File: src/rtl/ifetch_queue.sv
// ---------------------------------------------------------------------------
// ifetch_queue
//
// Instruction fetch stage with a decoupling queue. It holds the fetch PC,
// drives a combinational-read instruction memory, and buffers fetched
// {pc, inst, pc+INC} entries in a DEPTH-entry circular queue. Decode drains
// the queue through a valid/ready handshake. A redirect supplies this
// cycle's fetch address and flushes everything decode has not taken.
//
// Ports
//   clk, rst      : clock, synchronous active-high reset
//   enable        : allow a fetch this cycle
//   redirect      : fetch from redirect_pc this cycle and flush the queue
//   redirect_pc   : redirect target
//   imem_addr     : instruction memory address (combinational)
//   imem_req      : a fetch is performed this cycle
//   imem_rdata    : instruction memory data, valid in the same cycle
//   out_valid     : queue head valid
//   out_ready     : decode accepts the head
//   out_pc        : head entry PC
//   out_inst      : head entry instruction
//   out_incpc     : head entry PC + INC
//   count         : number of occupied entries
// ---------------------------------------------------------------------------
module ifetch_queue #(
  parameter int                 ADDR_W   = 32,
  parameter int                 INST_W   = 32,
  parameter int                 DEPTH    = 4,
  parameter int                 INC      = 4,
  parameter logic [ADDR_W-1:0]  RESET_PC = '0,
  localparam int                CNT_W    = $clog2(DEPTH + 1),
  localparam int                PTR_W    = $clog2(DEPTH)
) (
  input  logic              clk,
  input  logic              rst,
  input  logic              enable,
  input  logic              redirect,
  input  logic [ADDR_W-1:0] redirect_pc,
  output logic [ADDR_W-1:0] imem_addr,
  output logic              imem_req,
  input  logic [INST_W-1:0] imem_rdata,
  output logic              out_valid,
  input  logic              out_ready,
  output logic [ADDR_W-1:0] out_pc,
  output logic [INST_W-1:0] out_inst,
  output logic [ADDR_W-1:0] out_incpc,
  output logic [CNT_W-1:0]  count
);

  localparam logic [ADDR_W-1:0] INC_V = ADDR_W'(INC);

  // Pointers wrap explicitly so DEPTH need not be a power of two.
  function automatic logic [PTR_W-1:0] nextPtr(input logic [PTR_W-1:0] p);
    return (p == PTR_W'(DEPTH - 1)) ? '0 : p + 1'b1;
  endfunction

  logic [ADDR_W-1:0] fetchPc;
  logic [PTR_W-1:0]  rdPtr;
  logic [PTR_W-1:0]  wrPtr;
  logic [CNT_W-1:0]  countQ;

  logic [ADDR_W-1:0] pcMem   [DEPTH];
  logic [INST_W-1:0] instMem [DEPTH];
  logic [ADDR_W-1:0] incMem  [DEPTH];

  logic              full;
  logic              deq;
  logic              fetch;
  logic [ADDR_W-1:0] nextAddr;
  logic [PTR_W-1:0]  wrIdx;

  // Redirect bypasses the PC register so the target is fetched this cycle.
  assign imem_addr = redirect ? redirect_pc : fetchPc;
  assign nextAddr  = imem_addr + INC_V;

  assign out_valid = (countQ != '0);
  assign deq       = out_valid & out_ready;
  assign full      = (countQ == CNT_W'(DEPTH));
  // A full queue can still accept a fetch when the head leaves this cycle,
  // and a redirect always frees space because it flushes the queue.
  assign fetch     = enable & (redirect | ~full | deq);
  assign imem_req  = fetch & ~rst;

  // A flush restarts the queue at slot 0, so a redirect fetch lands there.
  assign wrIdx     = redirect ? '0 : wrPtr;

  assign count     = countQ;
  assign out_pc    = pcMem[rdPtr];
  assign out_inst  = instMem[rdPtr];
  assign out_incpc = incMem[rdPtr];

  always_ff @(posedge clk) begin
    if (rst) begin
      fetchPc <= RESET_PC;
      rdPtr   <= '0;
      wrPtr   <= '0;
      countQ  <= '0;
    end else if (redirect) begin
      rdPtr <= '0;
      if (fetch) begin
        wrPtr   <= nextPtr('0);
        countQ  <= CNT_W'(1);
        fetchPc <= nextAddr;
      end else begin
        wrPtr   <= '0;
        countQ  <= '0;
        fetchPc <= redirect_pc;
      end
    end else begin
      if (fetch) begin
        wrPtr   <= nextPtr(wrPtr);
        fetchPc <= nextAddr;
      end
      if (deq) begin
        rdPtr <= nextPtr(rdPtr);
      end
      countQ <= countQ + CNT_W'(fetch) - CNT_W'(deq);
    end
  end

  // Entry storage carries no reset; occupancy is tracked by countQ alone.
  always_ff @(posedge clk) begin
    if (imem_req) begin
      pcMem[wrIdx]   <= imem_addr;
      instMem[wrIdx] <= imem_rdata;
      incMem[wrIdx]  <= nextAddr;
    end
  end

endmodule

File: config.mk
export PLATFORM = sky130hd
export DESIGN_NAME = ifetch_queue
export DESIGN_NICKNAME = d
export VERILOG_FILES = /design/src/rtl/ifetch_queue.sv
export SDC_FILE = /design/constraint.sdc
export NUM_CORES = 1
export LEC_CHECK = 0
export BUFFER_PORTS_ARGS = -buffer_cell sky130_fd_sc_hd__buf_2
export CORE_MARGIN = 4
export CORE_UTILIZATION = 50
export DETAILED_ROUTE_END_ITERATION = 7
export PLACE_DENSITY = 0.69
export RECOVER_POWER = 100
export SYNTH_ARGS = -nofsm -noshare
export SYNTH_HDL_FRONTEND = slang
export SYNTH_SLANG_ARGS = --single-unit
File: constraint.sdc
create_clock -name clk -period 23.7 [get_ports clk]
set_clock_uncertainty 0.1 [all_clocks]
set_input_delay 1.185 -clock clk [delete_from_list [all_inputs] [get_ports clk]]
set_output_delay 1.185 -clock clk [all_outputs]
set_load 0.05 [all_outputs]
==> results of run 1 <==
==> Yosys cell counts (all sizes together), types with 4 or more instances <==
library cell / instances
nand2: 31
o21ai: 11
a21oi: 14
and3: 4
ha: 5
nor3: 15
xor2: 12
inv: 23
dfxtp: 41
nor4: 4
nand4b: 7
clkbuf: 20
mux4: 94
mux2: 15
and2: 4
nor2: 30
nand3: 19
edfxtp: 376
nand3b: 5
mux2i: 20
buf: 25
or4: 4
nand4: 16
xnor2: 30
or3: 8
==> logic make-up after synthesis <==
logic type               Yosys count
adder cells (fa/ha/maj)            6
AND/OR/NAND/NOR                  156
buffers and inverters             68
flip-flops                       417
multiplexers                     129
AO/OA/AOI/OAI                     45
XOR/XNOR                          42
==> worst max-delay path, cell delays in order <==
cell and delay [ps]:
buf_2 70, clkbuf_1 2530, or4b_2 480, o21a_1 790, inv_1 420, nor2_1 280
nand2_1 100, nor2_1 2030, clkbuf_1 3070
==> power groups by stage <==
| stage | Clock (mW) | Sequential (mW) | Combinational [mW] |
|---|---|---|---|
| final | 0.653 | 0.832 | 0.162 |
| after global routing | 0.699 | 0.834 | 0.173 |
| after CTS | 0.667 | 0.832 | 0.169 |
| after detailed placement | 0 | 0.847 | 0.169 |
| after global placement | 0 | 0.846 | 0.167 |
| after floorplan | 0 | 0.846 | 0.124 |
==> cell usage in the layout (no fill, tap or decap), types with 7 or more instances in the layout <==
cell and count:
nand4_1 16, clkinv_2 9, dfxtp_1 40, o21ai_0 11
mux2_1 15, nand2_1 31, edfxtp_1 376, nor3_1 15
inv_1 23, clkinv_1 8, mux4_2 94, a21oi_1 14
xor2_1 12, nand4b_1 7, clkbuf_1 182, nand3_1 19
or3_1 8, mux2i_1 20, xnor2_1 30, clkbuf_16 43
nor2_1 30, buf_2 38
==> metrics by stage <==
| stage | power, mW | instances | hold WS [ps] |
|---|---|---|---|
| 2_1_floorplan | 0.970 | 863 | 420 |
| 3_3_place_gp | 1.01 | 1473 | 423 |
| 3_5_place_dp | 1.02 | 1473 | 430 |
| 4_1_cts | 1.67 | 1550 | 444 |
| 5_1_grt | 1.71 | 1550 | 516 |
| 6_report | 1.65 | 1550 | 442 |
==> routing by layer <==
metal	vias to the layer above	wire (µm)	track usage [%]
met3	45	2500	3.82
met4	0	616	4.20
li1	3895	-	-
met5	-	0	0
met2	306	16600	30.4
met1	4464	14500	27.4
==> flip-flops by register name (all words and copies together), names as in the netlist, named ones only <==
register and flops:
wrPtr 2, rdPtr 2, pcMem 122, fetchPc 32, incMem 126, count 3, instMem 128
==> area by class of cell <==
cell class	instances	area [µm²]
Clock buffer	52	1110
Clock inverter	25	265
Fill cell	2547	13500
Inverter	23	86.3
Multi-Input combinational cell	378	4050
Sequential cell	417	12100
Tap cell	442	553
Timing Repair Buffer	213	855
==> worst max path at each step <==
stage | startpoint | end | cells after the start
detailed placement | redirect | instMem[3][9] | 9
global placement | redirect | instMem[3][22] | 9
CTS | redirect | pcMem[3][8] | 9
floorplan | redirect | incMem[1][0] | 6
global route | redirect | incMem[3][4] | 9
finish | redirect | instMem[3][14] | 9
==> summary.md, run 1 <==
| Metric | Value |
|---|---|
| VDD IR max | roughly 0.000058 V |
| # hold bufs at CTS | 0 |
| Maximum clock frequency | between 0.09 and 0.1 GHz |
| # IOs | roughly 200 |
| Synth Warn # | 0 |
| Internal power | 1.25 mW |
| Clock power frac | about two fifths |
| Area after DPL | approximately 18000 µm² |
| Cell Rows | 66 |
| Register bit count reported by yosys | between 400 and 500 |
| Die Wd | approximately 190 µm |
| Mux cell area share after synthesis | about 15% |
| CTS tree | yes |
| H-tree levels | 2 |
| Crit path capture type | flip-flop |
| Top cells by area, synth | edfxtp_1 (69%), mux4_2 (13%), dfxtp_1 (5.0%) |
| Clock latency on the worst-skew pair | about 540 ps |
| Final TNS setup | 0 ps |
| Worst-path clk slew | ~60 ps |
| Final period demand of the worst path | 11100 ps |
| Most common flop cell mapped by yosys | edfxtp_1 |
| Combinational power share | under 10% |
| Post-Synth XOR/XNOR Area | between 2 and 2.5% |
| Post-place setup slack | 17590 ps |
| Post-layout utilization of the core | 58.5% |
| DR vias | between 8000 and 9000 |
| Layout cell share with drive strength beyond 1 | 17.9% |
| Reg2reg start | count[1] |
| Design area | about 19000 µm² |
| DP HPWL | between 20 and 25 mm |
| Critical hold path startpoint | rdPtr[1] |
| Setup CP Type | input pin to flip-flop |
| CP arrival | 11040 ps |
| Tightest Pin Transition | between 4000 and 5000 ps |
| GRT Util Overall | a little under a fifth |
| Cells after Synth | approximately 860 |
| Global route overflow | 0 |
| Post-cts resize count | 0 |
| Post-synth ARST share | 0% |
| Post-Synth Simple-Gate Area | 5.00% |
| P_leak | between 6 and 7 nW |
| Post-DR vias/cell | around 5.6 |
| First-pass GRT wire length | around 52 mm |
| Die footprint | 35900 µm² |
| Max_cap viols | 12 |
| Number of diodes | 0 |
| Post-Syn Area | approximately 16000 µm² |
| Detailed-route wire length per cell | approximately 22 µm |
| Sw Pwr | roughly 0.4 mW |
| Register area share after synthesis | 73.5% |
| TritonCTS sink count | between 400 and 500 |
| # port buffers | approximately 200 |
| Reg2reg setup slack | between 15000 and 20000 ps |
| Mean post-synth cell area | about 19 µm² |
| CP required | about 24000 ps |
| Hold crit path type | flip-flop to flip-flop |
| PwrDens | about 87 nW/µm² |
| DRC Markers | 0 |
| RSZ-0062 raised after global routing | no |
| Synth area leader | edfxtp_1 |
| Worst Path Max Fanout | 76 |
| Count of cell types in the netlist | 47 |
| Clock Tree Root | clkbuf_16 |
| Core area | 32500 µm² |
| Synthesis-to-layout area growth | 15.5% |
| Max-slew violation count | 571 |
| Total CTS buffers | between 40 and 50 |
| Post-synth EDFFs | approximately 380 |
| Status | finished, violations left |
| R2R cell count | 7 |
| Initial antenna violation count | 0 |
| Routed wire length | approximately 34 mm |
| R2R Path End | instMem[3][14] |
| Crit path launch type | input pin |
| Slew headroom | -189% |
| Main combinational cell family by area after synthesis | multiplexers |
| Post-Synthesis Net Count | 938 |
| Failing checks | capacitance limit, slew limit |
| DRT Pass-1 Iters | 5 |
| Final hold vios | 0 |
| Antenna-violating nets left | 0 |
| Top-area cell type share of the netlist area | 68.5% |
| Layout Nets | 1151 |
| Adder-cell area share of the yosys netlist | less than 1% |
| Compound-Gate Fraction of Synth Area | about 1.9% |
| Starting DRT DRC Count | around 530 |
| Post-route setup slack | between 10000 and 15000 ps |
| Final setup fails | 0 |
| Post-CTS Setup Bufs | 0 |
| Hold Path Cell Cnt | 2 |
| Vert. Die Dim | approximately 190 µm |
| Sw frac | a little under a quarter |
| CTS Buffer Depth | 3 |
| Reg power frac | 50.5% |
| RePlAce Congestion | approximately 0.8 |
| Vias in the first global route | 8792 |
| Starting density of the core | 50.6% |
| Largest net degree at the start of global routing | 77 |
| Period utilization | 46.9% |
(Power assumes the default switching activity.)
==> run 2, diff against run 1 <==
==> constraint.sdc (replaced) <==
create_clock -name clk -period 11.5 [get_ports clk]
set_clock_uncertainty 0.1 [all_clocks]
set_input_delay 0.575 -clock clk [delete_from_list [all_inputs] [get_ports clk]]
set_output_delay 0.575 -clock clk [all_outputs]
set_load 0.05 [all_outputs]
==> run 2 against run 1 <==
Against the previous run:
- the flow still finishes with violations (capacitance limit, slew limit)
- global-route usage decreased by 0.10 points
- critical path depth shrank 1
- register-to-register slack worse by 9400 ps
- non-clock buffer count unchanged
- total power grew 100%
- clock power is 100% higher
- utilization barely moved
- sequential share of layout area hardly changed
- cell area about the same
- worst hold slack lost 230 ps
- largest cell class unchanged
==> summary.md, run 2 (same netlist as run 1, synthesis figures left out) <==
| Metric | Value |
|---|---|
| Status | finished, violations left |
| Failing checks | capacitance limit, slew limit |
| Critical-path cell list | buf_2, clkbuf_1, or4b_2, o21a_1, inv_1, nor2_1, o21a_1, buf_4 |
| Dpl cells | 1473 (unchanged) |
| Synthesis-to-layout area growth | 15.5% (about the same) |
| Global route overflow | 0 (unchanged) |
| Core area | 32500 µm² (unchanged) |
| Slew headroom | -145% (+44 points) |
| Initial antenna violation count | 1 (+1) |
| Clock latency on the worst-skew pair | 540 ps (about the same) |
| Vias in the first global route | 8699 (-1.1%) |
| Clock Tree Root | clkbuf_16 |
| Worst path max stage delay | 2560 ps (-510 ps) |
| Most used cell, CP | o21a_1 |
| GRT Util Overall | 18.8% (-0.10 points) |
| Layout cell share with drive strength beyond 1 | 18.2% (+0.34 points) |
| Area after DPL | 18000 µm² (unchanged) |
| Most common cell after layout, fill and taps aside | edfxtp_1 |
| Detailed-route wire length per cell | 22.2 µm (+0.50%) |
| Final period demand of the worst path | a little under 8000 ps |
| Worst Path Buf+Inv | 4 (unchanged) |
| Maximum clock frequency | 0.129 GHz |
| TritonCTS sink count | 417 (unchanged) |
| Crit path capture type | flip-flop |
| Tightest Pin Transition | 3680 ps (-654 ps) |
| DRT Pass-1 Iters | 7 (+2) |
| Die Wd | 190 µm (unchanged) |
| # port buffers | 201 (unchanged) |
| CTS tree | yes |
| Starting DRT DRC Count | 610 (+14%) |
| Vert. Die Dim | 190 µm (unchanged) |
| Largest net degree at the start of global routing | 77 (unchanged) |
| Final hold vios | 0 (unchanged) |
| Design area | 19000 µm² (about the same) |
| CP required | 11560 ps (-12070 ps) |
| CP arrival | 7790 ps (-3250 ps) |
| Max-slew violation count | 241 (-58%) |
| VDD IR max | 0.000131 V (+130%) |
| PwrDens | 177 nW/µm² (+100%) |
| Period utilization | 67.2% |
| H-tree levels | 2 (unchanged) |
| P_leak | 6.11 nW (+0.11%) |
| DRC Markers | 0 (unchanged) |
| DR vias | 8719 (+0.10%) |
| Antenna-violating nets left | 0 (unchanged) |
| Critical path's slowest cell | clkbuf_1 |
| Max reg flops | 128 (unchanged) |
| Final Power | 3.38 mW (+100%) |
| Cell Rows | 66 (unchanged) |
| Setup CP Type | input pin to flip-flop |
| Worst-path clk slew | 60 ps (about the same) |
| Max_cap viols | 6 (-6) |
| Routed wire length | 34.5 mm (+0.63%) |
| # fillers | 2570 (+0.90%) |
| Final TNS setup | 0 ps (unchanged) |
| Starting density of the core | 50.6% (unchanged) |
| # hold bufs at CTS | 0 (unchanged) |
| Post-DR vias/cell | 5.62 (about the same) |
| Post-CTS Setup Bufs | 0 (unchanged) |
| CP top delay family | buffers and inverters |
| CTS Buffer Depth | 3 (unchanged) |
| Die footprint | 35900 µm² (unchanged) |
| Top Registers | instMem (128), incMem (126), pcMem (122) |
| Hold crit path type | input pin to flip-flop |
| Layout Nets | 1151 (unchanged) |
| Final setup fails | 0 (unchanged) |
| DP HPWL | 21.5 mm (+1.5%) |
| # IOs | 202 (unchanged) |
| Post-layout utilization of the core | 58.5% (about the same) |
| Most frequent cells in the layout | edfxtp_1 (376), clkbuf_1 (180), mux4_2 (94) |
| Total CTS buffers | 43 (unchanged) |
| Biggest register | instMem |
| Crit path launch type | input pin |
| RSZ-0062 raised after global routing | no |
| Post-cts resize count | 0 (unchanged) |
| Worst Path Max Fanout | 76 (unchanged) |
| RePlAce Congestion | 0.792 (-0.55%) |
| Finished Layout Cells | 1552 (+0.13%) |
| First-pass GRT wire length | 52.1 mm (-0.47%) |
run 2: cell types whose count changed in the layout (fill, tap and decap cells not counted), sizes merged:
cell,before,now
buf,40,45
clkinv,19,16
bufinv,5,3
diode,0,1
inv,23,24
run 2: worst paths after layout:
check                               startpoint              to  slack (ps)  cells after the start
worst max register to register        count[1]     pcMem[0][4]        6340                      6
worst min-delay path            imem_rdata[30]  instMem[1][30]         210                      1
worst min register to register        rdPtr[1]       flip-flop         440                      2
worst max-delay path                  redirect     pcMem[0][4]        3770                      8
run 2: power breakdown:
part	switching (mW)	internal [mW]	total, mW
registers	0.0167	1.70	1.71
logic	0.251	0.0830	0.334
clock network	0.550	0.777	1.33
total	0.818	2.56	3.38
run 2: worst register-to-register path, cell delays in order, from the launching register on:
cell and delay [ps]:
dfxtp_1 430, or4b_2 180, o21a_1 750, inv_1 410
nor2_1 290, o21a_1 1670, buf_4 900
run 2: area by class of cell:
| cell class | count | area, µm² | share of cell area [%] |
|---|---|---|---|
| Multi-Input combinational cell | 378 | 4060 | 21.3 |
| Timing Repair Buffer | 213 | 873 | 4.59 |
| Sequential cell | 417 | 12100 | 63.6 |
| Inverter | 23 | 86.3 | 0.453 |
| Tap cell | 442 | 553 | 2.90 |
| Antenna cell | 1 | 2.50 | 0.0131 |
| Clock buffer | 57 | 1160 | 6.09 |
| Clock inverter | 21 | 188 | 0.986 |
run 2: through the flow:
stage	hold slack, ps	setup slack (ps)
3_5_place_dp	431	6030
5_1_grt	193	3150
4_1_cts	126	6560
6_report	207	3770
3_3_place_gp	420	6150
2_1_floorplan	420	263
run 2: metal layers:
metal	vias up	global-route usage (%)	part of all wire [%]
li1	3902	-	-
met1	4460	27.0	42
met2	307	29.9	48
met3	50	4.37	7.5
met4	0	4.45	1.7
met5	-	0	0
